<file path="src/rtl/pipe_stall_ctrl.sv">
// pipe_stall_ctrl
//   Merges the ID/EX/MEM hold requests into the 6-bit stall vector used by
//   the PC register and every inter-stage register. It also runs the
//   multi-cycle divider through a start/ready handshake. It keeps a
//   saturating count of stalled cycles and a sticky divider-timeout flag.
//
// Ports
//   clk           core clock, all state updates on the rising edge
//   rst           synchronous active-high reset
//   stallreq_id   ID hold request (load-use)
//   stallreq_ex   EX hold request (multi-cycle non-divide op)
//   stallreq_mem  MEM hold request (data bus wait)
//   div_req       a divide instruction is sitting in EX
//   div_ready_i   divider result valid (level, held until the next start)
//   cnt_clr       synchronous clear of stall_cycles
//   div_start_o   one-cycle divider launch pulse
//   stall         bit0 PC .. bit5 WB, 1 = stop; always a run of 1s from bit0
//   stall_cycles  saturating count of cycles with stall[0] = 1
//   div_err       sticky: divider stayed busy for DIV_TIMEOUT cycles
module pipe_stall_ctrl #(
  parameter int DIV_TIMEOUT = 40,
  parameter int CNT_W       = 16
) (
  input  logic             clk,
  input  logic             rst,
  input  logic             stallreq_id,
  input  logic             stallreq_ex,
  input  logic             stallreq_mem,
  input  logic             div_req,
  input  logic             div_ready_i,
  input  logic             cnt_clr,
  output logic             div_start_o,
  output logic [5:0]       stall,
  output logic [CNT_W-1:0] stall_cycles,
  output logic             div_err
);

  localparam int BW = $clog2(DIV_TIMEOUT + 1);

  typedef enum logic [1:0] {
    S_IDLE,
    S_BUSY,
    S_DONE
  } state_t;

  state_t           r_state;
  state_t           w_state_nxt;
  logic [BW-1:0]    r_busy_cnt;
  logic             r_div_err;
  logic [CNT_W-1:0] r_stall_cycles;
  logic             w_div_hold;
  logic             w_div_start;
  logic [5:0]       w_stall;

  function automatic logic [CNT_W-1:0] sat_inc_cnt(input logic [CNT_W-1:0] v);
    return (&v) ? v : v + CNT_W'(1);
  endfunction

  function automatic logic [BW-1:0] sat_inc_busy(input logic [BW-1:0] v);
    return (v == BW'(DIV_TIMEOUT)) ? v : v + BW'(1);
  endfunction

  // State register
  always_ff @(posedge clk) begin
    if (rst) r_state <= S_IDLE;
    else     r_state <= w_state_nxt;
  end

  // Next-state logic
  always_comb begin
    w_state_nxt = r_state;
    case (r_state)
      S_IDLE: if (div_req && !stallreq_mem) w_state_nxt = S_BUSY;
      S_BUSY: if (div_ready_i)              w_state_nxt = S_DONE;
      // Leave only once EX is free to advance, so a MEM stall cannot cause
      // a second launch for the same divide instruction.
      S_DONE: if (!w_stall[3])              w_state_nxt = S_IDLE;
      default:                              w_state_nxt = S_IDLE;
    endcase
  end

  // FSM outputs
  always_comb begin
    w_div_hold  = 1'b0;
    w_div_start = 1'b0;
    case (r_state)
      S_IDLE: begin
        w_div_hold  = div_req;
        w_div_start = div_req & ~stallreq_mem;
      end
      S_BUSY:  w_div_hold = 1'b1;
      default: ;
    endcase
  end

  // Priority merge. EX-level holds stop bit3 but leave bit4 clear so the
  // EX/MEM register inserts a bubble behind the held instruction.
  always_comb begin
    w_stall = 6'b000000;
    if (stallreq_mem)                   w_stall = 6'b011111;
    else if (stallreq_ex || w_div_hold) w_stall = 6'b001111;
    else if (stallreq_id)               w_stall = 6'b000111;
    if (rst)                            w_stall = 6'b000000;
  end

  assign stall       = w_stall;
  assign div_start_o = w_div_start & ~rst;

  // Busy-cycle counter and sticky timeout flag
  always_ff @(posedge clk) begin
    if (rst) begin
      r_busy_cnt <= '0;
      r_div_err  <= 1'b0;
    end else if (r_state == S_IDLE && w_state_nxt == S_BUSY) begin
      r_busy_cnt <= '0;
    end else if (r_state == S_BUSY && !div_ready_i) begin
      r_busy_cnt <= sat_inc_busy(r_busy_cnt);
      if (sat_inc_busy(r_busy_cnt) == BW'(DIV_TIMEOUT)) r_div_err <= 1'b1;
    end
  end

  // Stall-cycle counter
  always_ff @(posedge clk) begin
    if (rst || cnt_clr)  r_stall_cycles <= '0;
    else if (w_stall[0]) r_stall_cycles <= sat_inc_cnt(r_stall_cycles);
  end

  assign stall_cycles = r_stall_cycles;
  assign div_err      = r_div_err;

endmodule

</file>
<file path="config.mk">
export PLATFORM = sky130hd
export DESIGN_NAME = pipe_stall_ctrl
export DESIGN_NICKNAME = d
export VERILOG_FILES = /design/src/rtl/pipe_stall_ctrl.sv
export SDC_FILE = /design/constraint.sdc
export NUM_CORES = 1
export LEC_CHECK = 0
export ABC_AREA = 1
export BUFFER_PORTS_ARGS = -buffer_cell sky130_fd_sc_hd__clkbuf_2
export CAP_MARGIN = 20
export CORE_UTILIZATION = 34
export DETAILED_ROUTE_END_ITERATION = 8
export PLACE_DENSITY_LB_ADDON = 0.05
export SYNTH_ARGS = -nofsm -noshare
export SYNTH_HDL_FRONTEND = slang
export SYNTH_SLANG_ARGS = --single-unit
</file>
<file path="constraint.sdc">
create_clock -name clk -period 2.9 [get_ports clk]
set_input_delay 0.29 -clock clk [delete_from_list [all_inputs] [get_ports clk]]
set_output_delay 0.29 -clock clk [all_outputs]
set_load 0.01 [all_outputs]
</file>
## Word-level counts from Yosys, hierarchy flattened

Index checks and enable logic that the tools add are counted.

- Bits in read-only memories: 0
- Input bits: 8
- Memories: 0
- Bits in writable memories: 0
- Output and inout port bits: 24
- Bits in latches: 0
- Register bits: 25

- Div/mod/pow operators: 0
- $lt $le $gt $ge: 0
- Multiplexer cells: 11
- Add/sub/neg operators: 2
- Bitwise logic cells: 6
- Shift operators: 0
- Reductions and logical operators: 12
- Eq/ne operators: 5
- Multiply operators: 0

Operators by type and width:

| cell | number |
|---|---|
| adder 16 x 1 -> 16 bit (second input constant) | 1 |
| AND reduction 16 bit | 1 |
| == test 6 bit (second input constant) | 2 |
| two-way mux 6 bit | 2 |
| adder 6 x 1 -> 6 bit (second input constant) | 1 |
| two-way mux 2 bit | 3 |
| case mux 2 bit (3 select lines) | 1 |
| two-way mux 5 bit | 1 |
| == test 2 x 1 -> 1 bit (second input constant) | 2 |
| two-way mux 4 bit | 1 |
| NOT 1 bit | 4 |
| logical AND 1 bit | 3 |
| two-way mux 3 bit | 1 |
| AND reduction 3 bit | 1 |
| AND 1 bit | 2 |
| == test 2 bit (second input constant) | 1 |
| logical NOT 1 bit | 2 |
| logical NOT 2 bit | 1 |
| logical OR 1 bit | 2 |
| case mux 1 bit (2 select lines) | 1 |
| AND reduction 2 bit | 1 |
| OR reduction 2 bit | 1 |
| two-way mux 1 bit | 1 |

## Logic depth before layout (Yosys ltp)

- Depth after elaboration: 12
- Depth in mapped cells: 10

## Worst setup path before layout

No wires, ideal clock.

- Path kind: register -> register
- From: reg r_stall_cycles[0] (netlist: stall_cycles[0])
- To: reg r_stall_cycles[6] (netlist: stall_cycles[6])
- Setup time: 132 ps
- Clock period less this slack: 1567 ps
- Setup slack: 1333 ps
- Cell stages (with the launch flop): 10
- Data required time: 2768 ps
- Arrival time: 1434 ps
- Cells stage by stage: dfxtp_1 -> ha_1 -> nand2_2 -> nor2_4 -> nand2_2 -> nor2_1 -> a21oi_2 -> buf_4 -> nand2_1 -> a21oi_2

- Cells in the longest elaborated chain, start to end: 3

RTL lines:

| item | line | source |
|---|---|---|
| from (decl) | 50 | `logic [CNT_W-1:0] r_stall_cycles;` |
| from (signal assigned) | 125 | `else if (w_stall[0]) r_stall_cycles <= sat_inc_cnt(r_stall_cycles);` |
| branches (longest 3 deep; another with adder 16 x 1 -> 16 bit) | n/a |  |

Several ways; the timed one is not identified.
A chain may end at the register's enable or synchronous reset.

## Final worst setup path

Same ends and word-level chain as after synthesis.

==> qor.csv <==
stage;metric;value;unit
critical_path;crit_buf_inv;0;
route;initialDrtViolationCount;81;
sta;finalHoldViolCount;0;
place;port_buffers;30;
die;die_h;69.3;um
cts;post-cts-setup-buffer-count;0;
yosys;yosysUniqueCellTypes;22;
sta;rsz0062_at_grt;no;
yosys;ys_ff_latch;25;
sta;maxSlewViolCount;0;
critical_path;slowest_delay;0.48;ns
cts;clock_path_buffers;2;
final_layout;final_common_cell;nand2_1;
sta;hold_slack;0.257;ns
final_layout;area_delta_synth_final;13.6;%
cts;cts_tree;yes;
min_path;hp-start;div_ready_i;
die;start_util;0.354;
sta;finalSetupViolations;0;
yosys;synthesis.nets;255;
cts;cts_resized;0;
run;drv_cap;0;
critical_path;cp-end-kind;register;
sta;min_period_over_period;0.628;
critical_path;path_delay_family;compound AO/OA/AOI/OAI gates;
cts;cts.sinks;25;
sta;tightest_slew;0.633;ns
critical_path;regToRegStartpoint;stall_cycles[0];
critical_path;cpMaxStageDelayCell;a21oi_2;
critical_path;worstPathMaxFanout;15;
final_layout;finalNetCount;283;
critical_path;cp_data_arrival_time;2.03;ns
critical_path;timing_worst_setup_path_type;reg2reg;
yosys;syn_area;1540;um^2
route;num_vias;1478;
power;ir_worst_vdd;149;uV
yosys;synth_seq_area_share;0.325;
grt;antenna_found_initial;0;
power;total_leakage_power;0.723;nW
yosys;syn-instance-count;244;
grt;grt_max_degree;16;
critical_path;cp-endpoint;stall_cycles[6];
critical_path;reg2reg_to;stall_cycles[6];
final_layout;n_antenna_cell;0;
status;status;complete, no violations;
critical_path;cp.depth;8;
sta;finalClockSkew;0.00355;ns
final_layout;layout-drive-gt1-share;0.148;
critical_path;start_kind;register;
route;route.detailed.drc;0;
cts;htree_num_levels;1;
cts;clock_latency;0.27;ns
die;coreArea;4350;um^2
die;die_area;4810;um^2
sta;tns;0;ns
min_path;hp-class;in2reg;
critical_path;reg2reg_depth;8;
die;ios;32;
die;rows;24;
cts;holdBufCountCts;0;
route;wl;3650;um
sta;relSlewSlack;0.578;
yosys;synth_area_per_cell;6.32;um^2
yosys;yosys_warnings;0;
cts;cts_root_buf;clkbuf_8;
critical_path;crit_required;3.11;ns
final_layout;stdcell_area;1750;um^2
place;dpl_cell_area;1710;um^2
route;via_per_inst;4.58;
critical_path;crit_chain;ha_1, nand2_2, nor2_4, nand2_2, nor2_1, a21oi_2, nand2_1, a21oi_2;
grt;grt.overflow.total;0;
place;hpwlAfterDp;2770;um
critical_path;reg2reg_slack;1.08;ns
cts;numCtsBuffers;3;
sta;fmax;549;MHz
grt;grt_pass1_vias;1290;
power;finalPower;628;uW
route;drt-wirelength-per-cell;11.3;um
place;place_congestion;0.791;
grt;grt_pass1_wl;6310;um
grt;grt_use_total;0.163;
cts;path_clk_slew;0.09;ns
critical_path;startpoint;stall_cycles[0];
sta;timing.final.crit_period;1.82;ns
die;die_w;69.3;um
route;firstDrtPassIters;4;
power;p_per_area;358;nW/um^2
route;ant_nets;0;
final_layout;layout_common_cells;nand2_1 (79), nor2_1 (31), inv_1 (30), clkbuf_2 (30), dfxtp_1 (25);
layer usage:
layer / share of wire / global-route usage / wire length (um) / up-vias
met5: 0 / 0 / 0 / -
met4: 0.019 / 0.0748 / 68 / 0
met3: 0.028 / 0.0233 / 104 / 5
met2: 0.37 / 0.219 / 1360 / 33
met1: 0.58 / 0.253 / 2120 / 629
li1: - / - / - / 811
sequential cells by signal, indices dropped and copies added, names as in the netlist:
register	flops
div_err	1
r_busy_cnt	6
stall_cycles	16
r_state	2
cell type report:
type	instances	area (um^2)
Clock buffer	4	45.0
Fill cell	501	2600
Inverter	30	113
Multi-Input combinational cell	182	878
Sequential cell	25	500
Tap cell	52	65.1
Timing Repair Buffer	30	150
report_power, final:
part | switching, mW | internal (mW) | leakage, nW | total [mW]
logic | 0.0426 | 0.0191 | 0.498 | 0.0617
registers | 0.00500 | 0.348 | 0.202 | 0.353
clock network | 0.115 | 0.0986 | 0.0228 | 0.214
cells in the mapped netlist:
cell,n,share of area
nand2_1,79,0.19
nor2_1,31,0.075
inv_1,30,0.073
dfxtp_1,25,0.32
a21oi_1,21,0.068
nand3_1,13,0.042
o21ai_0,8,0.026
xor2_1,7,0.040
xnor2_1,5,0.028
buf_4,4,0.019
nand4_1,4,0.016
a21oi_2,3,0.017
ha_1,3,0.024
nand2_2,2,0.0081
nor3_1,2,0.0065
buf_2,1,0.0032
buf_6,1,0.0073
clkbuf_1,1,0.0024
conb_1,1,0.0024
nand3b_1,1,0.0049
nor2_4,1,0.0073
o21ai_4,1,0.011
worst min-delay path by stage:
stage / to / depth (start not counted)
finish: r_state[1] / 3
global route: r_state[1] / 3
CTS: r_state[1] / 3
detailed placement: div_err / 2
global placement: div_err / 2
floorplan: div_err / 1
kinds of logic after synthesis:
family / share of synthesized area
adders and majority gates: 0.0244
other: 0.00243
AOI/OAI and AO/OA: 0.122
xor gates and xnor gates: 0.0682
buffers and inverters: 0.106
DFF: 0.325
and+or+nand+nor: 0.353
stage by stage:
stage | utilization | worst slack [ns] | cells
2_1_floorplan | - | 1.33 | 244
3_3_place_gp | 0.392 | 1.09 | 319
3_5_place_dp | 0.392 | 1.06 | 319
4_1_cts | 0.402 | 1.03 | 323
5_1_grt | 0.402 | 0.800 | 323
6_report | 0.402 | 1.08 | 323
tightest hold or removal path, stage by stage:
cell      delay [ns]
clkbuf_2        0.09
nand2_1         0.06
a21oi_1         0.05
(Power assumes the default switching activity.)
